[config.mk]
export PLATFORM = sky130hd
export DESIGN_NAME = i2c_master_byte_ctrl
export DESIGN_NICKNAME = d
export VERILOG_FILES = /design/src/rtl/i2c_master_byte_ctrl.sv
export SDC_FILE = /design/constraint.sdc
export NUM_CORES = 1
export LEC_CHECK = 0
export CORE_MARGIN = 4
export CORE_UTILIZATION = 30
export CTS_CLUSTER_SIZE = 40
export DETAILED_ROUTE_END_ITERATION = 6
export GPL_TIMING_DRIVEN = 0
export SLEW_MARGIN = 25
export SYNTH_ARGS = -nofsm -noshare
export SYNTH_HDL_FRONTEND = slang
export SYNTH_SLANG_ARGS = --single-unit
[constraint.sdc]
create_clock -name clk_i -period 1.5 [get_ports clk_i]
set_input_delay 0.225 -clock clk_i [delete_from_list [all_inputs] [get_ports clk_i]]
set_output_delay 0.225 -clock clk_i [all_outputs]
set_load 0.01 [all_outputs]
[src/rtl/i2c_master_byte_ctrl.sv]
// Byte-level I2C master sequencer: expands START / WRITE / READ+ACK / STOP byte
// commands into single-bit PHY commands and returns read data, ACK and arbitration status.
module i2c_master_byte_ctrl #(
  parameter bit WAIT_FREE = 1'b1
) (
  input  logic       clk_i,
  input  logic       rst_i,
  input  logic       cmd_valid_i,
  output logic       cmd_ready_o,
  input  logic       cmd_start_i,
  input  logic       cmd_write_i,
  input  logic       cmd_read_i,
  input  logic       cmd_stop_i,
  input  logic       cmd_ack_i,
  input  logic [7:0] wr_data_i,
  output logic [7:0] rd_data_o,
  output logic       rx_ack_o,
  output logic       done_o,
  output logic       arb_lost_o,
  output logic       bus_owned_o,
  output logic [2:0] phy_cmd_o,
  output logic       phy_data_o,
  input  logic       phy_data_i,
  input  logic       phy_cmd_done_i,
  input  logic       phy_arb_lost_i,
  input  logic       phy_bus_busy_i
);

  localparam logic [2:0] PhyNop   = 3'd0;
  localparam logic [2:0] PhyStart = 3'd1;
  localparam logic [2:0] PhyStop  = 3'd2;
  localparam logic [2:0] PhyWrite = 3'd3;
  localparam logic [2:0] PhyRead  = 3'd4;

  typedef enum logic [2:0] {
    StIdle, StWaitBus, StStart, StData, StAck, StStop, StDone
  } state_e;

  state_e     r_state;
  logic       r_ready, r_wr, r_rd, r_stop, r_ack;
  logic [7:0] r_shift, r_rd_data;
  logic [2:0] r_cnt, r_phy_cmd;
  logic       r_phy_data, r_rx_ack, r_done, r_arb_lost, r_bus_owned;

  state_e     w_after_start;
  logic       w_arb_abort;

  assign w_after_start = (r_wr || r_rd) ? StData : (r_stop ? StStop : StDone);
  // DONE is excluded so an abort never re-pulses done_o on its own completion cycle.
  assign w_arb_abort   = phy_arb_lost_i && (r_state != StIdle) && (r_state != StDone);

  always_ff @(posedge clk_i) begin
    if (rst_i) begin
      r_state     <= StIdle;
      r_ready     <= 1'b1;
      r_wr        <= 1'b0;
      r_rd        <= 1'b0;
      r_stop      <= 1'b0;
      r_ack       <= 1'b0;
      r_shift     <= 8'h00;
      r_rd_data   <= 8'h00;
      r_cnt       <= 3'd0;
      r_phy_cmd   <= PhyNop;
      r_phy_data  <= 1'b1;
      r_rx_ack    <= 1'b1;
      r_done      <= 1'b0;
      r_arb_lost  <= 1'b0;
      r_bus_owned <= 1'b0;
    end else begin
      r_done     <= 1'b0;
      r_arb_lost <= 1'b0;
      if (w_arb_abort) begin
        r_phy_cmd   <= PhyNop;
        r_bus_owned <= 1'b0;
        r_done      <= 1'b1;
        r_arb_lost  <= 1'b1;
        r_state     <= StDone;
      end else begin
        if (phy_arb_lost_i) r_bus_owned <= 1'b0;
        unique case (r_state)
          StIdle: begin
            if (cmd_valid_i && r_ready) begin
              r_ready <= 1'b0;
              r_wr    <= cmd_write_i;
              r_rd    <= cmd_read_i;
              r_stop  <= cmd_stop_i;
              r_ack   <= cmd_ack_i;
              r_shift <= wr_data_i;
              r_cnt   <= 3'd7;
              if (WAIT_FREE && cmd_start_i && phy_bus_busy_i && !r_bus_owned) begin
                r_state <= StWaitBus;
              end else if (cmd_start_i) begin
                r_state <= StStart;
              end else if (cmd_write_i || cmd_read_i) begin
                r_state <= StData;
              end else if (cmd_stop_i) begin
                r_state <= StStop;
              end else begin
                r_state <= StDone;
                r_done  <= 1'b1;
              end
            end
          end
          StWaitBus: begin
            // Issue START directly so it appears the cycle after the bus frees up.
            if (!phy_bus_busy_i) begin
              r_state    <= StStart;
              r_phy_cmd  <= PhyStart;
              r_phy_data <= 1'b1;
            end
          end
          StStart: begin
            if (r_phy_cmd == PhyNop) begin
              r_phy_cmd  <= PhyStart;
              r_phy_data <= 1'b1;
            end else if (phy_cmd_done_i) begin
              r_phy_cmd   <= PhyNop;
              r_bus_owned <= 1'b1;
              r_state     <= w_after_start;
              r_done      <= (w_after_start == StDone);
            end
          end
          StData: begin
            if (r_phy_cmd == PhyNop) begin
              r_phy_cmd  <= r_wr ? PhyWrite : PhyRead;
              r_phy_data <= r_wr ? r_shift[7] : 1'b1;
            end else if (phy_cmd_done_i) begin
              r_phy_cmd <= PhyNop;
              r_shift   <= {r_shift[6:0], r_wr ? 1'b0 : phy_data_i};
              if (r_cnt == 3'd0) r_state <= StAck;
              else               r_cnt   <= r_cnt - 3'd1;
            end
          end
          StAck: begin
            if (r_phy_cmd == PhyNop) begin
              r_phy_cmd  <= r_wr ? PhyRead : PhyWrite;
              r_phy_data <= r_wr ? 1'b1 : r_ack;
              if (!r_wr) r_rd_data <= r_shift;
            end else if (phy_cmd_done_i) begin
              r_phy_cmd <= PhyNop;
              if (r_wr) r_rx_ack <= phy_data_i;
              r_state <= r_stop ? StStop : StDone;
              r_done  <= !r_stop;
            end
          end
          StStop: begin
            if (r_phy_cmd == PhyNop) begin
              r_phy_cmd  <= PhyStop;
              r_phy_data <= 1'b1;
            end else if (phy_cmd_done_i) begin
              r_phy_cmd   <= PhyNop;
              r_bus_owned <= 1'b0;
              r_state     <= StDone;
              r_done      <= 1'b1;
            end
          end
          StDone: begin
            r_ready <= 1'b1;
            r_state <= StIdle;
          end
          default: r_state <= StIdle;
        endcase
      end
    end
  end

  assign cmd_ready_o = r_ready;
  assign rd_data_o   = r_rd_data;
  assign rx_ack_o    = r_rx_ack;
  assign done_o      = r_done;
  assign arb_lost_o  = r_arb_lost;
  assign bus_owned_o = r_bus_owned;
  assign phy_cmd_o   = r_phy_cmd;
  assign phy_data_o  = r_phy_data;

endmodule
# == After elaboration in Yosys (flattened, before gate mapping) ==
# Index checks and enable logic that the tools add are counted.
# word_totals
wordCells,150
in_bits,20
ff_bits,35
# classes
add_sub_neg,1
mux,67
n_reduce_logical,29
eq_ne,34
bitwise_logic,3
# op_table
cell,n
2-to-1 mux 3 bit,28
inequality test 3 bit (second input constant),12
inequality test 2 bit (second input constant),14
2-to-1 mux 1 bit,26
2-to-1 mux 8 bit,3
AND reduction 11 bit,2
case mux 3 bit (6 select lines),1
case mux 8 bit (2 select lines),1
case mux 3 bit (5 select lines),1
equality test 3 bit (second input constant),4
AND reduction 6 bit,2
AND reduction 5 bit,2
zero test 3 bit,3
case mux 1 bit (4 select lines),2
equality test 3 x 2 -> 1 bit (second input constant),2
case mux 3 bit (2 select lines),1
AND reduction 3 bit,2
logical AND 1 bit,5
nonzero test 5 bit,1
2-to-1 mux 2 bit,2
case mux 1 bit (2 select lines),2
AND reduction 4 bit,1
nonzero test 2 bit,2
nonzero test 4 bit,1
other kinds (9),14

# == Depth between registers and ports, before layout ==
# depth
depth_word,7
ltp_mapped,7

# == Worst setup path after synthesis ==
# Ideal clock, no wire load.
# synth_timing
path_type,register to register
from,register r_state[2]
to,register r_state[0]
synth_period_minus_slack_ns,1.501
required_time_ns,1.413
t_arrival_ns,1.414
stages_incl_launch_ff,7
path_slack_ns,-0.001
setup_ns,0.087
cell_sequence,dfxtp_1 > buf_4 > xor2_1 > o21ai_1 > nand2b_2 > a2111o_1 > o31ai_1
# synth_via
elab_chain_len,4
# synth_lines
element,line,text
from (decl),39,state_e r_state;
from (signal assigned),54,r_state <= StIdle;
from (signal assigned),77,r_state <= StDone;
from (signal assigned),91,r_state <= StWaitBus;
"parallel branches: the longest is 4 deep, another holds AND reduction 11 bit",-,
# Parallel ways; which one is timed is not known.
# A chain may end at the register's enable or synchronous reset.

# == Worst setup path after layout ==
# layout_timing
from,register r_state[1]
to,register r_state[2]
# layout_via
elab_chain_len,5
# layout_lines
element,line,text
nonzero test 3 bit,50,assign w_arb_abort = phy_arb_lost_i && (r_state != StIdle) && (r_state != StDone);
logical AND 1 bit (2 in series),50,
inequality test 3 bit (no source line),-,
AND reduction 11 bit (no source line),-,
# Several ways; a longest one is shown, not always the timed one.

==> metrics.md <==
| Metric | Value |
|---|---|
| Flops & latches, synth | 35 |
| Worst R2R Setup Slack | -0.03 ns |
| Iteration-0 DRC count of the detailed router | 177 |
| Endpoint of the worst setup timing path | r_state[2]$_SDFFE_PP0P_ |
| Number of core rows | 29 |
| Internal power | 2.80 mW |
| Fin nets | 322 |
| Syn avg cell area | 8.09 um2 |
| # clock sinks | 35 |
| Die Y | 88.8 um |
| Fmax | 0.652 GHz |
| Via density | 5.45 |
| Crit end category | flop |
| Max-slew violations | 0 |
| Combinational share of power | 56.9% |
| DRT Pass-1 Iters | 4 |
| Fin crit share | 102% |
| RSZ-0062 raised after global routing | yes |
| Slew @ Worst Pin | 0.550 ns |
| Peak VDD IR | 677 uV |
| Setup Viol. Count Final | 7 |
| Effective utilization at floorplan | 30.8% |
| Worst slew margin | 63.4% |
| Switch Pwr | 2.16 mW |
| Tmin final | 1.53 ns |
| Clock Skew | 0.00305 ns |
| Hold_buf cts | 0 |
| Final setup margin | -0.0328 ns |
| Clock power frac | 14.0% |
| CTS H-tree depth | 2 |
| Clock Latency Late Sink | 0.29 ns |
| Worst Hold Class | in2reg |
| Ant diodes | 0 |
| ANT nets after route | 0 |
| Crit path arrival time | 1.74 ns |
| Area growth syn-to-layout | 46.4% |
| Root buf cell | clkbuf_8 |
| Number of max-cap violations | 0 |
| Core Area | 6350 um2 |
| Total die area | 7880 um2 |
| Layout cells sized above 1 | 28.1% |
| Post-Layout Inst Area | 2870 um2 |
| Largest net degree at the start of global routing | 13 |
| Antenna violations before repair | 0 |
| Sw Ratio | 43.6% |
| GRT Residual Overflow | 0 |
| R2r endpoint | r_state[2]$_SDFFE_PP0P_ |
| Reg-to-reg startpoint | r_state[1]$_SDFFE_PP0P_ |
| GRT Overall Usage | 15.0% |
| Cells after Synth | 242 |
| Leak Pwr | 1.12 nW |
| TritonCTS buffer count | 5 |
| Post-DP HPWL | 4.01 mm |
| Placed cell area | 2420 um2 |
| Total number of vias | 2048 |
| Net Count, Synth | 266 |
| Post-synth EDFFs | 0 |
| Routed WL | 5.95 mm |
| Startpoint types | flop |
| Critical Path Fanout Max | 4 |
| Failing checks | setup timing |
| DRC viols | 0 |
| CTS tree | built |
| # fillers | 605 |
| Clk buf depth | 2 |
| CP startpoint | r_state[1]$_SDFFE_PP0P_ |
| Synthesized cell area | 1960 um2 |
| Clock-pin slew on the worst setup and hold paths | 0.08 ns |
| Worst R2R Path Depth | 6 |
| Vias in the first global route | 1904 |
| Synth Warn # | 0 |
| Post-synthesis sequential area ratio | 35.8% |
| Placer Congestion | 0.892 |
| Critical Path RT | 1.71 ns |
| Setup CP Type | reg2reg |
| Global-route wire length before repair | 9.14 mm |
| Synth unique cells | 53 |
| Port Buffers | 36 |
| Chip Width | 88.8 um |
| Power per Cell Area | 1730 nW/um2 |
| Final Hold Viols | 0 |
| Final design utilization | 45.1% |
| IO Pins | 37 |
| Predominant post-synthesis flop cell | dfxtp_1 |
| Outcome | complete, but fails checks |
| WL per Instance | 15.8 um |
| Synth async-reset ratio | 0% |
| Pwr Total | 4.96 mW |
| Sequential share of power | 29.1% |
==> worst max-delay path: stages, from the launching register on <==
cell and delay [ns]:
dfxtp_2 0.34, buf_4 0.13, ha_1 0.25, a2111oi_2 0.38
a211o_1 0.18, o21ai_1 0.07, a31oi_1 0.12
==> per-stage QoR <==
step	hold WS (ns)	std cells	setup slack [ns]	setup TNS [ns]
after floorplan	0.354	242	0.00478	0
after global placement	0.466	355	-0.422	-6.51
after detailed placement	0.473	355	-0.426	-6.43
after CTS	0.474	368	-0.0610	-0.316
after global routing	0.409	376	-0.174	-1.17
final	0.389	376	-0.0328	-0.107
==> cell families after synthesis <==
family / after synthesis / share of synthesized area [%]
buf+inv: 21 / 5.69
mux: 10 / 5.12
xor+xnor: 1 / 0.448
flops: 35 / 35.8
simple gates: 94 / 24.0
compound gates: 77 / 26.4
fa+ha+maj: 4 / 2.56
==> worst min path at each step <==
stage,startpoint,endpoint,depth (start not counted)
floorplan,phy_data_i,rx_ack_o$_SDFFE_PP1P_,2
global placement,r_cnt[2]$_SDFFE_PP0P_,r_cnt[2]$_SDFFE_PP0P_,1
detailed placement,r_cnt[2]$_SDFFE_PP0P_,r_cnt[2]$_SDFFE_PP0P_,1
CTS,cmd_ack_i,r_ack$_SDFFE_PP0P_,3
global route,phy_arb_lost_i,phy_data_o$_SDFFE_PP1P_,3
finish,phy_arb_lost_i,phy_data_o$_SDFFE_PP1P_,3
==> metal layers <==
layer  global-route usage [%]  part of all wire [%]  up-vias
met5                        0                     0        -
li1                         -                     -      998
met4                     5.49                   2.1        0
met2                     22.9                    47       56
met1                     20.4                    45      983
met3                     3.82                   5.8       11
==> power by group through the flow <==
stage / sequential [mW] / clock (mW) / combinational, mW
5_1_grt: 1.47 / 0.757 / 3.07
3_3_place_gp: 1.37 / 0 / 2.08
4_1_cts: 1.42 / 0.718 / 2.34
3_5_place_dp: 1.38 / 0 / 2.08
6_report: 1.44 / 0.696 / 2.82
2_1_floorplan: 1.36 / 0 / 1.49
==> cell usage after synthesis, drive strengths merged, types with 2 or more instances <==
master	n	area [um2]
a211o	2	17.5
nand2b	8	52.6
a211oi	6	50.1
a31oi	5	31.3
mux2i	10	100
a21oi	24	124
clkbuf	7	26.3
nand2	23	86.3
a21o	2	15.0
o21bai	2	15.0
inv	6	22.5
buf	8	62.6
dfxtp	35	701
nor2	29	116
o21ai	14	70.1
nor2b	5	31.3
o31ai	2	20.0
ha	4	50.1
nor3	8	45.0
a311oi	9	78.8
nand3	9	50.1
or3	4	25.0
==> state kept, by name, summed over array words and instances (netlist names), 3 cells and up <==
name / flops
r_shift: 8
r_cnt: 3
rd_data_o: 8
phy_cmd_o: 3
r_state: 3
==> final cells by class <==
cell class	count	area [um2]	share of cell area, %
multi-input combinational	186	1350	47.1
sequential	35	719	25.1
timing repair buffer	51	483	16.9
buffer	13	106	3.71
tap	77	96.3	3.36
clock buffer	5	68.8	2.40
inverter	6	22.5	0.786
clock inverter	3	20.0	0.699
==> layout by cell type (no fill, tap or decap), types with 8 or more instances in the layout <==
cell,instances
nor2_1,22
nand3_1,8
a21oi_1,20
nand2_1,23
a311oi_1,8
dfxtp_1,26
buf_6,8
clkdlybuf4s50_1,32
mux2i_1,10
buf_4,14
==> timing repair <==
item                                    4_1_cts  5_1_grt
setup buffers                                 7        7
pin swaps                                     3       19
endpoints found under the setup margin       31       29
cloned                                        0        1
resized for setup                            33       44
(Power assumes the default switching activity.)
